[src/rtl/uart_tx_frame_engine_pkg.sv]
// UartGlobalPkg: shared definitions for the UART transmit path.
//
// Contents:
//   uartTxState_t    frame-level FSM states RESET/IDLE/STARTBIT/DATA/PARITYBIT/STOPBIT.
//                    A single DATA state with a bit counter stands in for one state per data bit.
//   START_BIT        line level of the start bit.
//   STOP_BIT         line level of a stop bit and of the idle line.
//   OVERSAMPLING_13  supported oversample factor.
//   OVERSAMPLING_16  supported oversample factor.
//   MIN_DATA_BITS    smallest data-bit count the engine sends.
//   clampDataBits()  maps a requested data-bit count onto [MIN_DATA_BITS, maxBits].
package UartGlobalPkg;

  typedef enum logic [2:0] {
    RESET     = 3'd0,
    IDLE      = 3'd1,
    STARTBIT  = 3'd2,
    DATA      = 3'd3,
    PARITYBIT = 3'd4,
    STOPBIT   = 3'd5
  } uartTxState_t;

  localparam logic START_BIT = 1'b0;
  localparam logic STOP_BIT  = 1'b1;

  localparam logic [4:0] OVERSAMPLING_13 = 5'd13;
  localparam logic [4:0] OVERSAMPLING_16 = 5'd16;

  localparam logic [3:0] MIN_DATA_BITS = 4'd5;

  function automatic logic [3:0] clampDataBits(input logic [3:0] req,
                                               input logic [3:0] maxBits);
    if (req < MIN_DATA_BITS) begin
      return MIN_DATA_BITS;
    end else if (req > maxBits) begin
      return maxBits;
    end else begin
      return req;
    end
  endfunction

endpackage

[src/rtl/uart_tx_frame_engine_if.sv]
// uart_tx_frame_engine_if: word-level handshake into the UART transmitter.
//
// Signals:
//   txValid  the producer offers txData.
//   txReady  the engine can take a word.
//   txData   word to send. The LSB goes out first.
//
// Handshake: a word transfers on every rising clk edge where txValid and txReady are both high.
// The producer holds txValid and txData stable until that edge.
// txReady never depends combinationally on txValid.
//
// Modports:
//   master  the producer.
//   slave   the engine.
interface uart_tx_frame_engine_if #(
  parameter int DATA_WIDTH = 8
);
  logic                  txValid;
  logic                  txReady;
  logic [DATA_WIDTH-1:0] txData;

  modport master (output txValid, output txData, input txReady);
  modport slave  (input txValid, input txData, output txReady);
endinterface

[src/rtl/uart_tx_frame_engine_baud_tick_gen.sv]
// uart_baud_tick_gen: turns the baud divisor and oversample factor into one bitTick per bit period.
//
// Ports:
//   clk, reset    clock and synchronous active-high reset.
//   clear         restarts the period. It is pulsed on the edge that starts a frame,
//                 so every bit period is exact.
//   enable        counts only while a frame is on the line.
//   divisor       clk cycles per oversample tick. 0 behaves as 1.
//   overSampling  oversample ticks per bit. 0 behaves as 1.
//   bitTick       high during the final clk cycle of each bit period.
module uart_baud_tick_gen #(
  parameter int DIV_WIDTH = 16
) (
  input  logic                 clk,
  input  logic                 reset,
  input  logic                 clear,
  input  logic                 enable,
  input  logic [DIV_WIDTH-1:0] divisor,
  input  logic [4:0]           overSampling,
  output logic                 bitTick
);

  logic [DIV_WIDTH-1:0] divCnt;
  logic [DIV_WIDTH-1:0] divLast;
  logic [4:0]           tickCnt;
  logic [4:0]           tickLast;
  logic                 divWrap;
  logic                 tickWrap;

  always_comb begin
    divLast  = (divisor == '0) ? '0 : divisor - DIV_WIDTH'(1);
    tickLast = (overSampling == 5'd0) ? 5'd0 : overSampling - 5'd1;
    // The >= comparisons keep the counters from running away if the last value moves underneath them.
    divWrap  = (divCnt >= divLast);
    tickWrap = (tickCnt >= tickLast);
    bitTick  = enable && divWrap && tickWrap;
  end

  always_ff @(posedge clk) begin
    if (reset || clear) begin
      divCnt  <= '0;
      tickCnt <= '0;
    end else if (enable) begin
      if (divWrap) begin
        divCnt  <= '0;
        tickCnt <= tickWrap ? 5'd0 : tickCnt + 5'd1;
      end else begin
        divCnt <= divCnt + DIV_WIDTH'(1);
      end
    end
  end

endmodule

[src/rtl/uart_tx_frame_engine.sv]
// uart_tx_frame_engine: UART transmitter with run-time frame shape and a one-word holding buffer.
//
// Ports:
//   clk, reset       clock and synchronous active-high reset.
//   txIf             slave side of the word handshake (txValid/txReady/txData).
//   cfgDataBits      data bits per frame. Clamped to 5..DATA_WIDTH.
//   cfgParityEnable  insert a parity bit after the data bits.
//   cfgParityOdd     0 selects even parity, 1 selects odd parity.
//   cfgTwoStop       0 selects one stop bit, 1 selects two stop bits.
//   cfgBaudDivisor   clk cycles per oversample tick. 0 behaves as 1.
//   cfgOverSampling  oversample ticks per bit (13 or 16).
//   tx               serial line. It idles high.
//   busy             a frame is on the line.
//   frameDone        one-cycle pulse during the last cycle of the last stop bit.
//   stateDbg         current FSM state.
//
// Optional build macro:
//   UART_TX_ERROR_INJECTION_EN
//     Adds the inputs injectParityError, injectFramingError and injectBreak.
//     All three are captured with the config at frame start.
//
// Timing:
//   The FSM decides line values one cycle ahead. tx, busy and frameDone are registered copies of
//   those decisions, so an accept at edge N puts the start bit on tx from edge N+1.
//   All cfg* inputs are latched on the edge that starts a frame.
//   DATA_WIDTH must not exceed 15, because the data-bit count is 4 bits wide.
module uart_tx_frame_engine
  import UartGlobalPkg::*;
#(
  parameter int DATA_WIDTH = 8,
  parameter int DIV_WIDTH  = 16
) (
  input  logic                 clk,
  input  logic                 reset,
  uart_tx_frame_engine_if.slave txIf,
  input  logic [3:0]           cfgDataBits,
  input  logic                 cfgParityEnable,
  input  logic                 cfgParityOdd,
  input  logic                 cfgTwoStop,
  input  logic [DIV_WIDTH-1:0] cfgBaudDivisor,
  input  logic [4:0]           cfgOverSampling,
`ifdef UART_TX_ERROR_INJECTION_EN
  input  logic                 injectParityError,
  input  logic                 injectFramingError,
  input  logic                 injectBreak,
`endif
  output logic                 tx,
  output logic                 busy,
  output logic                 frameDone,
  output uartTxState_t         stateDbg
);

  localparam logic [3:0] MAX_BITS = 4'(DATA_WIDTH);

  uartTxState_t          state;
  logic [DATA_WIDTH-1:0] shiftReg;
  logic [DATA_WIDTH-1:0] bufferData;
  logic                  bufferFull;
  logic [3:0]            bitCnt;
  logic                  stopCnt;

  // Frame parameters latched at frame start.
  logic [3:0]            effBitsQ;
  logic                  parityEnQ;
  logic                  parityBitQ;
  logic                  twoStopQ;
  logic [DIV_WIDTH-1:0]  divisorQ;
  logic [4:0]            overSamplingQ;
`ifdef UART_TX_ERROR_INJECTION_EN
  logic                  injFramingQ;
  logic                  injBreakQ;
`endif

  logic                  txReady;
  logic                  accept;
  logic                  bitTick;
  logic                  inFrame;
  logic                  frameEnd;
  logic                  frameStart;
  logic [DATA_WIDTH-1:0] nextWord;
  logic [DATA_WIDTH-1:0] newMask;
  logic [3:0]            newBits;
  logic                  newParity;
  logic                  lineNext;

  assign txReady      = (state != RESET) && !bufferFull;
  assign txIf.txReady = txReady;
  assign accept       = txIf.txValid && txReady;
  assign stateDbg     = state;

  always_comb begin
    inFrame = 1'b0;
    case (state)
      STARTBIT, DATA, PARITYBIT, STOPBIT: inFrame = 1'b1;
      default:                            inFrame = 1'b0;
    endcase
  end

  // This is the last cycle of the last stop bit as the FSM sees it.
  // On the tx pin it appears one cycle later.
  assign frameEnd = (state == STOPBIT) && bitTick && (stopCnt == twoStopQ);

  // A new frame starts from IDLE, or directly off the end of the current frame so that no idle
  // cycle is inserted. A word accepted on the end edge with an empty buffer goes straight out.
  assign frameStart = ((state == IDLE) && (accept || bufferFull)) ||
                      (frameEnd && (accept || bufferFull));
  assign nextWord   = bufferFull ? bufferData : txIf.txData;

  always_comb begin
    newBits = clampDataBits(cfgDataBits, MAX_BITS);
    newMask = '0;
    for (int i = 0; i < DATA_WIDTH; i++) begin
      newMask[i] = (i < int'(newBits));
    end
    // XOR of the sent bits gives the even-parity bit. Odd parity inverts it.
    newParity = (^(nextWord & newMask)) ^ cfgParityOdd;
`ifdef UART_TX_ERROR_INJECTION_EN
    newParity = newParity ^ injectParityError;
`endif
  end

  always_comb begin
    lineNext = STOP_BIT;
    case (state)
      STARTBIT:  lineNext = START_BIT;
      DATA:      lineNext = shiftReg[0];
      PARITYBIT: lineNext = parityBitQ;
      STOPBIT:   lineNext = STOP_BIT;
      default:   lineNext = STOP_BIT;
    endcase
`ifdef UART_TX_ERROR_INJECTION_EN
    if (injFramingQ && (state == STOPBIT) && (stopCnt == 1'b0)) begin
      lineNext = 1'b0;
    end
    if (injBreakQ && inFrame) begin
      lineNext = 1'b0;
    end
`endif
  end

  uart_baud_tick_gen #(
    .DIV_WIDTH (DIV_WIDTH)
  ) baudTickGen (
    .clk          (clk),
    .reset        (reset),
    .clear        (frameStart),
    .enable       (inFrame),
    .divisor      (divisorQ),
    .overSampling (overSamplingQ),
    .bitTick      (bitTick)
  );

  always_ff @(posedge clk) begin
    if (reset) begin
      state         <= RESET;
      shiftReg      <= '0;
      bufferData    <= '0;
      bufferFull    <= 1'b0;
      bitCnt        <= '0;
      stopCnt       <= 1'b0;
      effBitsQ      <= MIN_DATA_BITS;
      parityEnQ     <= 1'b0;
      parityBitQ    <= 1'b0;
      twoStopQ      <= 1'b0;
      divisorQ      <= '0;
      overSamplingQ <= OVERSAMPLING_16;
`ifdef UART_TX_ERROR_INJECTION_EN
      injFramingQ   <= 1'b0;
      injBreakQ     <= 1'b0;
`endif
      tx            <= STOP_BIT;
      busy          <= 1'b0;
      frameDone     <= 1'b0;
    end else begin
      tx        <= lineNext;
      busy      <= inFrame;
      frameDone <= frameEnd;

      case (state)
        RESET: state <= IDLE;
        STARTBIT: begin
          if (bitTick) begin
            state  <= DATA;
            bitCnt <= '0;
          end
        end
        DATA: begin
          if (bitTick) begin
            shiftReg <= shiftReg >> 1;
            if (bitCnt == effBitsQ - 4'd1) begin
              state   <= parityEnQ ? PARITYBIT : STOPBIT;
              stopCnt <= 1'b0;
            end else begin
              bitCnt <= bitCnt + 4'd1;
            end
          end
        end
        PARITYBIT: begin
          if (bitTick) begin
            state   <= STOPBIT;
            stopCnt <= 1'b0;
          end
        end
        STOPBIT: begin
          if (bitTick) begin
            if (frameEnd) begin
              state <= IDLE;
            end else begin
              stopCnt <= 1'b1;
            end
          end
        end
        default: state <= IDLE;
      endcase

      // Holding buffer. When it drains on the same edge that a new word is accepted,
      // the new word takes its place and the buffer stays full.
      if (frameStart) begin
        if (bufferFull) begin
          bufferFull <= accept;
          if (accept) begin
            bufferData <= txIf.txData;
          end
        end
      end else if (accept) begin
        bufferFull <= 1'b1;
        bufferData <= txIf.txData;
      end

      // Frame start overrides the next state chosen by the case statement above.
      if (frameStart) begin
        state         <= STARTBIT;
        shiftReg      <= nextWord;
        bitCnt        <= '0;
        stopCnt       <= 1'b0;
        effBitsQ      <= newBits;
        parityEnQ     <= cfgParityEnable;
        parityBitQ    <= newParity;
        twoStopQ      <= cfgTwoStop;
        divisorQ      <= cfgBaudDivisor;
        overSamplingQ <= cfgOverSampling;
`ifdef UART_TX_ERROR_INJECTION_EN
        injFramingQ   <= injectFramingError;
        injBreakQ     <= injectBreak;
`endif
      end
    end
  end

endmodule

[src/flat_wrapper.sv]
// flat-port wrapper written by rule: the top's interface ports become plain ports
module uart_tx_frame_engine_flat import UartGlobalPkg::*;
#(
  parameter int DATA_WIDTH = 8,
  parameter int DIV_WIDTH  = 16
)
  (clk, reset, cfgDataBits, cfgParityEnable, cfgParityOdd, cfgTwoStop, cfgBaudDivisor, cfgOverSampling, tx, busy, frameDone, stateDbg, txIf_txValid, txIf_txData, txIf_txReady);
  uart_tx_frame_engine_if #(.DATA_WIDTH(DATA_WIDTH)) txIf_i ();
  input  logic clk;
  input  logic reset;
  input  logic [3:0] cfgDataBits;
  input  logic cfgParityEnable;
  input  logic cfgParityOdd;
  input  logic cfgTwoStop;
  input  logic [DIV_WIDTH-1:0] cfgBaudDivisor;
  input  logic [4:0] cfgOverSampling;
  output logic tx;
  output logic busy;
  output logic frameDone;
  output uartTxState_t stateDbg;
  input wire logic [$bits(txIf_i.txValid)-1:0] txIf_txValid;
  input wire logic [$bits(txIf_i.txData)-1:0] txIf_txData;
  output wire logic [$bits(txIf_i.txReady)-1:0] txIf_txReady;
  assign txIf_i.txValid = txIf_txValid;
  assign txIf_i.txData = txIf_txData;
  assign txIf_txReady = txIf_i.txReady;
  uart_tx_frame_engine #(.DATA_WIDTH(DATA_WIDTH), .DIV_WIDTH(DIV_WIDTH)) u_core (.clk(clk), .reset(reset), .txIf(txIf_i), .cfgDataBits(cfgDataBits), .cfgParityEnable(cfgParityEnable), .cfgParityOdd(cfgParityOdd), .cfgTwoStop(cfgTwoStop), .cfgBaudDivisor(cfgBaudDivisor), .cfgOverSampling(cfgOverSampling), .tx(tx), .busy(busy), .frameDone(frameDone), .stateDbg(stateDbg));
endmodule
[config.mk]
export PLATFORM = sky130hd
export DESIGN_NAME = uart_tx_frame_engine_flat
export DESIGN_NICKNAME = d
export VERILOG_FILES = /design/src/rtl/uart_tx_frame_engine_pkg.sv /design/src/rtl/uart_tx_frame_engine_if.sv /design/src/rtl/uart_tx_frame_engine_baud_tick_gen.sv /design/src/rtl/uart_tx_frame_engine.sv /design/src/flat_wrapper.sv
export SDC_FILE = /design/constraint.sdc
export NUM_CORES = 1
export LEC_CHECK = 0
export ABC_AREA = 1
export BUFFER_PORTS_ARGS = -buffer_cell sky130_fd_sc_hd__buf_4
export CAP_MARGIN = 40
export CORE_UTILIZATION = 30
export DETAILED_ROUTE_END_ITERATION = 6
export PLACE_DENSITY_LB_ADDON = 0.12
export SKIP_CTS_REPAIR_TIMING = 1
export SLEW_MARGIN = 15
export SYNTH_ARGS = -nofsm -noshare
export SYNTH_HDL_FRONTEND = slang
export SYNTH_SLANG_ARGS = --single-unit
[constraint.sdc]
create_clock -name clk -period 9.95 [get_ports clk]
set_input_delay 0.995 -clock clk [delete_from_list [all_inputs] [get_ports clk]]
set_output_delay 0.995 -clock clk [all_outputs]
set_load 0.02 [all_outputs]
# After elaboration in Yosys (flattened, before gate mapping)

Index checks and enable logic that the tools add are counted.

Word-level logic and storage cells: 126
Output and inout bits: 7
Flip-flop bits (word level): 77

Bitwise logic cells: 2
Reductions and logical operators: 29
Multiplexer cells: 37
Eq/ne operators: 22
Magnitude comparators: 12
Add/subtract/negate cells: 6

Operator list:

| cell                                                       | number |
|---|---|
| two-way mux 8 bit                                          | 7 |
| two-way mux 16 bit                                         | 2 |
| two-way mux 4 bit                                          | 5 |
| two-way mux 3 bit                                          | 6 |
| inequality test 3 x 2 -> 1 bit (second input constant)     | 6 |
| AND reduction 6 bit                                        | 3 |
| adder 16 x 1 -> 16 bit (second input constant)             | 1 |
| greater-or-equal comparator 16 bit                         | 1 |
| zero test 16 bit                                           | 1 |
| less-than comparator 3 x 4 -> 1 bit (first input constant) | 4 |
| subtractor 16 x 1 -> 16 bit (second input constant)        | 1 |
| inequality test 2 x 1 -> 1 bit (second input constant)     | 7 |
| one-hot mux 3 bit (4 select lines)                         | 1 |
| two-way mux 1 bit                                          | 10 |
| two-way mux 5 bit                                          | 2 |
| bitwise AND 8 bit                                          | 1 |
| logical AND 1 bit                                          | 8 |
| less-than comparator 1 x 4 -> 1 bit (first input constant) | 2 |
| less-than comparator 2 x 4 -> 1 bit (first input constant) | 2 |
| one-hot mux 4 bit (2 select lines)                         | 1 |
| nonzero test 2 bit                                         | 4 |
| parity 8 bit                                               | 1 |
| equality test 3 x 2 -> 1 bit (second input constant)       | 2 |
| equality test 3 bit (second input constant)                | 2 |
| other kinds (22)                                           | 28 |

# Logic depth before layout (Yosys ltp)

Gate-level depths: netlist of the first run.

Word-level depth: 11
Gate-level depth with buffers: 25
Depth with buffers taken out: 24

# By module

A second synthesis of the first run with hierarchy kept.

Cell total of the unflattened synthesis: 723
Area total of the unflattened synthesis: 4,757.1 um^2

By module, submodules not included:

| module               | cells each | area an instance (um^2) | instances |
|---|---|---|---|
| uart_tx_frame_engine | 397        | 2,675.1                 | 1 |
| uart_baud_tick_gen   | 326        | 2,082.0                 | 1 |

# Worst setup path before layout of the first run

OpenSTA, ideal clock, no wires.

Path type: flip-flop to flip-flop
Start point: register u_core.divisorQ[2]
End point: register u_core.effBitsQ[0]
Arrival time: 3,156 ps
Data required time: 9,827 ps
Stages on the path, launching flop included: 22
Clock period less this slack: 3,279 ps
Buffers on the path: 2
Path slack: 6,671 ps
Path through: dfxtp_1 -> inv_1 -> nand3_1 -> nor3_1 -> nand3_1 -> nor3_1 -> nand3_1 -> nor2_1 -> xor2_1 -> nand2_1 -> ha_1 -> nand2_1 -> nor3_1 -> nand2_1 -> nand2_1 -> nand4_4 -> nand2_4 -> nand2_2 -> buf_6 -> buf_2 -> a21oi_1 -> o21ai_0

Cells in the longest elaborated chain, start to end: 9
Elaborated cells between the ends (all ways): 10

RTL lines:

| what                                                                   | RTL line                                 | RTL |
|---|---|---|
| from (decl)                                                            | uart_tx_frame_engine.sv:67               | `logic [DIV_WIDTH-1:0] divisorQ;` |
| from (signal assigned)                                                 | uart_tx_frame_engine.sv:240              | `divisorQ <= cfgBaudDivisor;` |
| subtractor 16 x 1 -> 16 bit / zero test 16 bit (equally long branches) | uart_tx_frame_engine_baud_tick_gen.sv:31 | `divLast = (divisor == '0) ? '0 : divisor - DIV_WIDTH'(1);` |
| two-way mux 16 bit *                                                   | uart_tx_frame_engine_baud_tick_gen.sv:31 |  |
| greater-or-equal comparator 16 bit *                                   | uart_tx_frame_engine_baud_tick_gen.sv:34 | `divWrap = (divCnt >= divLast);` |
| logical AND 1 bit * (2 in series)                                      | uart_tx_frame_engine_baud_tick_gen.sv:36 | `bitTick = enable && divWrap && tickWrap;` |
| logical AND 1 bit * (2 in series)                                      | uart_tx_frame_engine.sv:101              | `assign frameEnd = (state == STOPBIT) && bitTick && (stopCnt == twoStopQ);` |
| logical AND 1 bit *                                                    | uart_tx_frame_engine.sv:106              | `(frameEnd && (accept \|\| bufferFull));` |
| logical OR 1 bit *                                                     | uart_tx_frame_engine.sv:105              | `assign frameStart = ((state == IDLE) && (accept \|\| bufferFull)) \|\|` |
| to (signal assigned)                                                   | uart_tx_frame_engine.sv:236              | `effBitsQ <= newBits;` |
| to (decl)                                                              | uart_tx_frame_engine.sv:63               | `logic [3:0] effBitsQ;` |

Every way passes the cells marked *; elsewhere a longest branch is shown, timed or not.
A chain may end at the register's enable or synchronous reset.

# Final worst setup path of the first run

Start point: register u_core.divisorQ[2]
End point: register u_core.effBitsQ[1]

Same word-level chain as after synthesis.

==> reports/summary.txt, run 1 <==
Status: completed
Leakage: 2.465 nW
Syn Area/Cell: 6.804 sq um
Part of the Yosys area used for sequential elements: 33.41%
Critical path, cell by cell: inv_1 > nand3_1 > nor3_1 > nand3_1 > nor3_1 > nand3_1 > nor2_1 > xor2_1 > nand2_1 > ha_1 > nand2_1 > nor3_1 > nand2_1 > nand2_1 > nand4_4 > nand2_4 > nand2_2 > buf_4 > inv_2 > nand2_1 > o21ai_0
Sequential power share: 27.0%
Top-count cell post-synth: nand2_1
Fill count: 1598
Synth Register Bits: 77
Fraction of layout cells with a size suffix above 1: 11.48%
Clock power frac: 20.4%
Crit path max fanout: 34
Hold Vio Cnt, Final: 0
1st-pass router iterations: 5
Levels on crit path: 21
Critical path class: flip-flop to flip-flop
Post-synth EDFFs: 0
CTS tree: done
Synth top cells by count: 134 x nand2_1, 107 x nor2_1, 77 x dfxtp_1, 69 x inv_1, 63 x nand3_1
Die area: 15880 sq um
Met2 WL: 5.728 mm
Final antenna-violating net count: 0
DR WL/cell: 12.64 um
Post-synth cell types: 37
Worst vdd ir: 0.1262 mV
DRT iter0 DRCs: 221
Hold path start: u_core.bufferData[5]
CP required: 10.21 ns
Area of the multi-input gates: 2699 sq um
Hold Path End: u_core.bufferData[5]
Total congestion overflow: 0
Fin util: 36.54%
Setup TNS: 0 ns
Global-route wire length before repair: 19.15 mm
P_int: 0.8825 mW
Fin area: 5391 sq um
IO buf count: 45
Power Density: 293.3 nW/um^2
Sw Ratio: 44.20%
Crit path max-delay family: simple AND/OR/NAND/NOR gates
Syn Nets: 745
Finish-stage setup viols: 0
CP bufs+invs: 3
Max-cap violations: 0
Ys async rst share: 0%
WP data arrival: 4.79 ns
RSZ-0062 raised after global routing: false
Sink Count: 77
Slowest cell on crit path: inv_2
Top Layer Used: met4
RR Endpoint: u_core.effBitsQ[1]
ANT cells: 0
Top_reg_cell synth: dfxtp_1
Clock slew at reported path FFs: 0.06 ns
Routed via count: 4291
Syn Std Cell Area: 4613 sq um
Bufs on Longest Clock Path: 2
Post-Route M1 WL: 5.193 mm
Net Sw Power: 0.6991 mW
Final Critical Period: 4.526 ns
Largest area contributor in the netlist: dfxtp_1
Clock latency on the worst-skew pair: 0.34 ns
Worst setup SP type: flip-flop
Number of antenna violations at the first check in global routing: 0
Logic pwr share: 52.5%
Placed inst area: 5100 sq um
Cells after synthesis: 678
Clk_skew: 0.006507 ns
Layout Nets: 785
Hold Path Class: flip-flop to flip-flop
GRT Overall Usage: 15.34%
Worst-margin pin slew: 0.7014 ns
Ys Warns: 0
Clock root buffer: clkbuf_16
Routed met3 length: 355 um
Routed WL: 11.46 mm
Initial Util: 31.27%
DRC errors left: 0
Final worst-path cycle share: 45.48%
Gpl congestion: 0.8034
Die height: 126.0 um
Fmax: 221.0 MHz
Max_slew headroom: 53.07%
P&R area growth vs syn: 16.87%
Yosys top cell area share: 33.41%
Reg2Reg Depth: 21
Core Box Area: 14750 sq um
Area occupied by registers: 1541 sq um
Largest net degree at the start of global routing: 35
Power after layout: 1.582 mW
Num CTS Buffers: 9
# IOs: 46
Crit. End Element: flip-flop
Core Rows: 44
Slack of the worst reg-to-reg path: 5.42 ns
Reg-to-Reg Start: u_core.divisorQ[2]
Most used cell, CP: nand2_1
Crit path largest cell delay: 0.42 ns
Synth area leaders: dfxtp_1 33%, nand2_1 11%, nor2_1 8.7%
Hold depth: 2
Vias per cell: 4.731
Final slew viol count: 0
Final HPWL DP: 8.674 mm
H-tree depth: 3
Chip width: 126.0 um
Number of global-route vias before repair: 4076
state kept, by name (all words and copies together) (netlist names), 3 cells and up:
name                        flops
u_core.baudTickGen.divCnt      16
u_core.divisorQ                16
u_core.bufferData               8
u_core.shiftReg                 8
u_core.baudTickGen.tickCnt      5
u_core.overSamplingQ            5
u_core.bitCnt                   4
u_core.effBitsQ                 4
u_core.stateDbg                 3
kinds of logic after synthesis:
kind of cell               share of synthesized area (%)
AOI/OAI and AO/OA                                  10.25
xor gates and xnor gates                           5.316
adders and majority gates                          7.594
buffers and inverters                              8.083
DFF                                                33.41
muxes                                             0.6510
and+or+nand+nor                                    34.69
cell type report:
type                       count  area share, %
multi-input combinational    510          50.06
sequential                    77          28.59
timing repair buffer          47          6.544
clock buffer                  16          5.407
inverter                      73          5.129
tap                          184          4.270
worst min-delay path, cell delays in order (launching register included):
cell and delay, ns:
dfxtp_1 0.30, nand2_1 0.06, a21oi_1 0.05
per-layer routing:
metal  vias up  track usage, %
li1       2284               -
met1      1935           17.32
met2        57           27.88
met3        15           3.993
met4         0           5.103
met5         -               0
layout by cell type (no fill, tap or decap), types with 2 or more instances in the layout:
master,synthesis,final
nand3_1,63,63
ha_1,28,28
buf_4,1,47
nand2_2,3,3
o21a_1,3,3
dfxtp_1,77,77
o21ai_0,38,38
clkbuf_1,6,3
xnor2_1,12,12
a21oi_1,44,44
nand4_1,8,8
inv_1,69,69
xor2_1,16,16
nand3b_1,2,2
nand3_2,2,2
mux2i_1,3,3
nor3_2,3,3
nor3_1,21,21
inv_2,2,2
nand2_1,134,134
a31oi_1,4,4
or2_2,8,8
clkbuf_16,0,9
and3_1,3,3
clkbuf_8,0,4
nor2_1,107,107
worst max path at each step:
stage	slack, ns	end	startpoint
CTS	5.34	u_core.effBitsQ[1]	u_core.divisorQ[2]
floorplan	6.67	u_core.effBitsQ[0]	u_core.divisorQ[2]
global route	4.71	u_core.effBitsQ[1]	u_core.divisorQ[0]
finish	5.42	u_core.effBitsQ[1]	u_core.divisorQ[2]
detailed placement	5.34	u_core.effBitsQ[1]	u_core.divisorQ[2]
global placement	5.50	u_core.effBitsQ[3]	u_core.divisorQ[2]
power by group through the flow:
stage	Combinational, mW	Sequential, mW	Clock [mW]
floorplan	0.655	0.423	0
global placement	0.827	0.435	0
detailed placement	0.844	0.435	0
CTS	0.850	0.429	0.336
global route	0.967	0.438	0.348
finish	0.831	0.427	0.323
metrics by stage:
step / hold WS (ns) / cells / setup WS (ns)
6_report: 0.4562 / 907 / 5.424
2_1_floorplan: 0.4406 / 678 / 6.671
3_5_place_dp: 0.4543 / 891 / 5.345
5_1_grt: 0.4711 / 907 / 4.707
3_3_place_gp: 0.4495 / 891 / 5.496
4_1_cts: 0.4637 / 907 / 5.341
(Power assumes the default switching activity.)
==> run 2: changes to the inputs <==
- ABC_AREA: 1 -> 0
- clock period: 9.95 -> 4 ns (I/O delays scaled with it)
==> run 2 against run 1 <==
  * Combinational power is 33% lower
  * Sequential cell count unchanged
  * Global-route usage increased by 0.10 points
  * Die area is 6.2% lower
  * Worst setup slack got worse by 5.2 ns
  * Maximum frequency up 19%
  * Cell count shrank 16%
  * Sequential power increased by 96%
  * Count of clock-buffer cells in the layout is 5 lower
  * Synthesized cell count fell by 25%
  * Clock power is 130% higher
  * Sequential share of layout area fell by 0.22 points
  * Largest power group is now registers
==> reports/summary.txt, run 2 <==
Most common cell after layout, fill and taps aside: nor2_1
Clock latency on the worst-skew pair: 0.35 ns
Synth area leaders: dfxtp_1 36%, mux2i_1 11%, ha_1 8.1%
Initial Util: 30.89%
Layout Nets: 642
Sink Count: 77
IO buf count: 45
Ys async rst share: 0%
Final worst-path cycle share: 94.92%
Most frequent cells in the layout: 80 x nor2_1, 77 x dfxtp_1, 68 x buf_4
Clk_skew: 0.009524 ns
Placed cell count: 741
Area occupied by registers: 1541 sq um
Die area: 14890 sq um
Critical path class: flip-flop to flip-flop
Hold Path Class: input pin to flip-flop
Fmax: 263.4 MHz
DRT iter0 DRCs: 163
H-tree depth: 3
Syn Area/Cell: 8.505 sq um
Final antenna-violating net count: 0
Leakage: 2.271 nW
ANT cells: 0
Logic pwr share: 25.8%
Crit. End Element: flip-flop
Largest regs: u_core.baudTickGen.divCnt: 16 flops, u_core.divisorQ: 16 flops
Largest net degree at the start of global routing: 52
Gpl congestion: 0.8070
Max_slew headroom: 53.33%
Largest area contributor in the netlist: dfxtp_1
Part of the Yosys area used for sequential elements: 35.68%
CP required: 4.21 ns
Clock slew at reported path FFs: 0.06 ns
Top_reg_cell synth: dfxtp_1
Chip width: 122.0 um
Crit path max fanout: 6
Setup TNS: 0 ns
Clock root buffer: clkbuf_16
Sequential power share: 39.0%
Syn Std Cell Area: 4320 sq um
WP data arrival: 4.01 ns
Net Sw Power: 0.6506 mW
Synth top cells by count: 81 x nor2_1, 77 x dfxtp_1, 46 x mux2i_1, 45 x nand2_1, 28 x ha_1
Clock power frac: 35.2%
Worst-margin pin slew: 0.6992 ns
Synth Register Bits: 77
Area of the multi-input gates: 2710 sq um
Non-Filler Instances: 759
Crit path largest cell delay: 0.61 ns
Hold Vio Cnt, Final: 0
1st-pass router iterations: 4
Fill count: 1431
Number of antenna violations at the first check in global routing: 0
Final HPWL DP: 7.950 mm
Final Critical Period: 3.797 ns
Post-synth EDFFs: 0
Finish-stage setup viols: 0
Routed WL: 11.00 mm
Power after layout: 2.149 mW
Max-cap violations: 0
Fin util: 38.85%
CTS tree: done
Syn Nets: 575
Top-count cell post-synth: nor2_1
Slowest cell on crit path: or4_1
Vias per cell: 4.818
Ys Warns: 0
Worst vdd ir: 0.2067 mV
P_int: 1.498 mW
Yosys top cell area share: 35.68%
Number of global-route vias before repair: 3546
DR WL/cell: 14.50 um
GRT Overall Usage: 15.45%
Fraction of layout cells with a size suffix above 1: 18.31%
Slack of the worst reg-to-reg path: 0.20 ns
Fin area: 5434 sq um
# IOs: 46
Placed inst area: 5036 sq um
Core Box Area: 13990 sq um
Global-route wire length before repair: 17.53 mm
Final slew viol count: 0
Status: completed
DRC errors left: 0
Sw Ratio: 30.28%
P&R area growth vs syn: 25.77%
Cells after synthesis: 508
Post-synth cell types: 47
Total congestion overflow: 0
Critical path, cell by cell: or4_1 > nor2_4 > nand3_1 > xnor2_1 > nand2_1 > ha_1 > nand4_2 > nor3_2 > or4b_1 > and4_4 > buf_4 > o21ai_4 > buf_12 > buf_12 > mux2i_1 > nor2_1
Num CTS Buffers: 9
Bufs on Longest Clock Path: 2
Power Density: 395.4 nW/um^2
Most used cell, CP: buf_12
Die height: 122.0 um
Core Rows: 43
Worst setup SP type: flip-flop
Routed via count: 3657
## run 2: worst paths after layout
kind                       start                  to  depth (start not counted)
min            cfgBaudDivisor[0]  u_core.divisorQ[0]                          3
min reg2reg     u_core.parityEnQ  u_core.stateDbg[0]                          1
max          u_core.divisorQ[10]  u_core.divisorQ[4]                         16
max reg2reg  u_core.divisorQ[10]  u_core.divisorQ[4]                         16
## run 2: final cells by class
| class | count | share of cell area (%) |
|---|---|---|
| multi-input cells | 402 | 49.87 |
| inverters | 10 | 0.6908 |
| well taps | 180 | 4.145 |
| clock inverters | 4 | 0.4605 |
| repair buffers | 75 | 12.00 |
| clock buffers | 11 | 4.467 |
| flip-flops and latches | 77 | 28.37 |
## run 2: through the flow
step           hold slack [ns]  worst slack, ns
2_1_floorplan           0.4289           0.1349
4_1_cts                 0.2726        -0.009539
3_5_place_dp            0.4657          0.01051
5_1_grt                 0.3028         -0.01833
6_report                0.2860           0.2032
3_3_place_gp            0.4520          0.05794
## run 2: critical path, delay by kind of cell (launching register included)
family          cells  cell delay (ns)
simple gates        9             2.06
buf+inv             3             0.42
flops               1             0.31
fa+ha+maj           1             0.31
mux                 1             0.20
xor+xnor            1             0.18
compound gates      1             0.18
## run 2: cells by family after synthesis
group                    after synthesis  synth area share, %
AO/OA/AOI/OAI                         69                9.818
adder cells (fa/ha/maj)               28                8.109
XOR/XNOR                              42                8.514
flip-flops                            77                35.68
buffers and inverters                 29                3.157
AND/OR/NAND/NOR                      215                23.54
multiplexers                          48                11.18
## run 2: layer usage
| metal | track usage, % | vias up | wire length (um) |
|---|---|---|---|
| li1 | - | 1899 | - |
| met5 | 0 | - | 0 |
| met3 | 2.903 | 12 | 357 |
| met1 | 20.57 | 1695 | 5479 |
| met4 | 7.716 | 0 | 216 |
| met2 | 23.69 | 51 | 4949 |
## run 2: power groups by stage
stage	Sequential (mW)	Combinational, mW	Clock, mW
global placement	0.852	0.517	0
detailed placement	0.853	0.524	0
floorplan	0.846	0.362	0
finish	0.839	0.554	0.756
global route	0.844	0.627	0.809
CTS	0.836	0.528	0.784
==> run 3: changes to the inputs <==
- ABC_CLOCK_PERIOD_IN_PS: not set -> 4000
- CORE_UTILIZATION: 30 -> 53
- PLACE_DENSITY_LB_ADDON: 0.12 -> 0.25
==> run 3 against run 2 <==
  * Sequential share of layout area is 2.0 points higher
  * Clock power is 24% lower
  * Sequential cell count is the same
  * Combinational power fell by 7.9%
  * Critical path type unchanged
  * Largest power group unchanged
==> reports/summary.txt, run 3 (synthesized netlist as in run 2, its figures left out) <==
CP required: 4.27 ns
Net Sw Power: 0.5976 mW
Status: completed
Final Critical Period: 3.751 ns
Clock root buffer: clkbuf_8
Final worst-path cycle share: 93.77%
Crit path max-delay family: simple AND/OR/NAND/NOR gates
Slack of the worst reg-to-reg path: 0.25 ns
Hold Path Class: input pin to flip-flop
DRC errors left: 0
Max_slew headroom: 56.85%
DR WL/cell: 14.31 um
Hold Path End: u_core.divisorQ[3]
Sink Count: 77
Global-route wire length before repair: 16.15 mm
Power Density: 379.1 nW/um^2
Number of antenna violations at the first check in global routing: 0
Num CTS Buffers: 9
Clock latency on the worst-skew pair: 0.35 ns
GRT Overall Usage: 24.05%
Critical path, cell by cell: nor4_4 > nor2b_4 > nand3_1 > nor3_1 > xor2_1 > nand2_1 > ha_1 > nand4_2 > nor3_2 > or4b_1 > nand4_1 > nand2_1 > or3_1 > a221oi_1
Die height: 92.29 um
Critical path class: flip-flop to flip-flop
Setup TNS: 0 ns
Final antenna-violating net count: 0
Finish-stage setup viols: 0
Fin Hold WS: 0.2875 ns
IO buf count: 45
Sequential power share: 43.6%
Leakage: 2.148 nW
Largest regs: u_core.baudTickGen.divCnt: 16 flops, u_core.divisorQ: 16 flops
RR Endpoint: u_core.baudTickGen.tickCnt[3]
Logic pwr share: 26.5%
DRT iter0 DRCs: 192
Slowest cell on crit path: or4b_1
Routed WL: 9.585 mm
Final slew viol count: 0
1st-pass router iterations: 4
Clk_skew: 0.01924 ns
H-tree depth: 3
WP data arrival: 4.02 ns
Crit path max fanout: 8
Fmax: 266.6 MHz
P_int: 1.328 mW
Hold Vio Cnt, Final: 0
P&R area growth vs syn: 17.55%
Most common cell after layout, fill and taps aside: nor2_1
Core Rows: 32
Reg-to-Reg Start: u_core.divisorQ[5]
Total congestion overflow: 0
Clock slew at reported path FFs: 0.09 ns
RSZ-0062 raised after global routing: false
Largest net degree at the start of global routing: 52
Die area: 8517 sq um
Bufs on Longest Clock Path: 2
Routed via count: 3696
Fraction of layout cells with a size suffix above 1: 17.08%
Sw Ratio: 31.04%
Reg2Reg Depth: 14
Hold depth: 3
Vias per cell: 5.516
Clock power frac: 29.9%
Worst setup SP type: flip-flop
Most used cell, CP: nand2_1
Crit path largest cell delay: 0.48 ns
ANT cells: 0
CTS tree: done
Worst vdd ir: 0.2678 mV
Crit. End Element: flip-flop
# IOs: 46
Initial Util: 55.34%
CP bufs+invs: 0
Final HPWL DP: 7.103 mm
Hold path start: cfgBaudDivisor[3]
Core Box Area: 7807 sq um
Max-cap violations: 0
Layout Nets: 630
Chip width: 92.29 um
Worst-margin pin slew: 0.6464 ns
Number of global-route vias before repair: 3493
Most frequent cells in the layout: 80 x nor2_1, 77 x dfxtp_1, 62 x buf_4
Gpl congestion: 0.8532
run 3: changes by cell type in the layout (fill, tap and decap cells not counted), moves of 3 or more:
cell,change
buf_4,-6
clkbuf_8,+8
clkbuf_16,-11
buf_12,-3
run 3: area by class of cell:
class                   instances  area [sq um]
multi-input cells             402          2698
clock buffers                  10         127.6
flip-flops and latches         77          1541
fillers                       665          2729
repair buffers                 63         485.5
clock inverters                 6         61.31
well taps                     102         127.6
inverters                      10         37.54
run 3: per-layer routing:
layer / track usage [%] / vias up / part of all wire [%]
met1: 31.54 / 1705 / 47
li1: - / 1877 / -
met3: 5.307 / 16 / 4.7
met4: 7.813 / 0 / 1.5
met5: 0 / - / 0
met2: 39.12 / 98 / 46
run 3: worst reg2reg max path: stages (launching register included):
cell	delay, ns
dfxtp_1	0.39
nor4_4	0.31
nor2b_4	0.20
nand3_1	0.15
nor3_1	0.21
xor2_1	0.18
nand2_1	0.08
ha_1	0.29
nand4_2	0.11
nor3_2	0.21
or4b_1	0.48
nand4_1	0.28
nand2_1	0.13
or3_1	0.39
a221oi_1	0.25
run 3: power groups by stage:
stage	Sequential (mW)	Combinational (mW)	Clock (mW)
finish	0.839	0.510	0.576
global route	0.845	0.574	0.626
CTS	0.836	0.504	0.585
detailed placement	0.854	0.497	0
global placement	0.853	0.483	0
floorplan	0.846	0.362	0
run 3: metrics by stage:
stage / cells / setup slack, ns / cell area, sq um / power [mW] / utilization [%]
2_1_floorplan: 508 / 0.1349 / 4320 / 1.209 / -
3_3_place_gp: 653 / 0.2608 / 4838 / 1.336 / 61.97
3_5_place_dp: 653 / 0.06783 / 4838 / 1.352 / 61.97
4_1_cts: 669 / 0.04642 / 5027 / 1.925 / 64.39
5_1_grt: 670 / 0.001315 / 5079 / 2.045 / 65.05
6_report: 670 / 0.2493 / 5079 / 1.925 / 65.05
run 3: worst max-delay path by stage:
stage	from	to	slack, ns	depth (start not counted)
5_1_grt	u_core.divisorQ[5]	u_core.baudTickGen.tickCnt[3]	0.001	14
3_3_place_gp	u_core.divisorQ[2]	u_core.effBitsQ[1]	0.26	14
3_5_place_dp	u_core.divisorQ[5]	u_core.effBitsQ[1]	0.07	14
4_1_cts	u_core.divisorQ[5]	u_core.effBitsQ[1]	0.05	14
6_report	u_core.divisorQ[5]	u_core.baudTickGen.tickCnt[3]	0.25	14
2_1_floorplan	u_core.divisorQ[2]	u_core.effBitsQ[1]	0.13	16
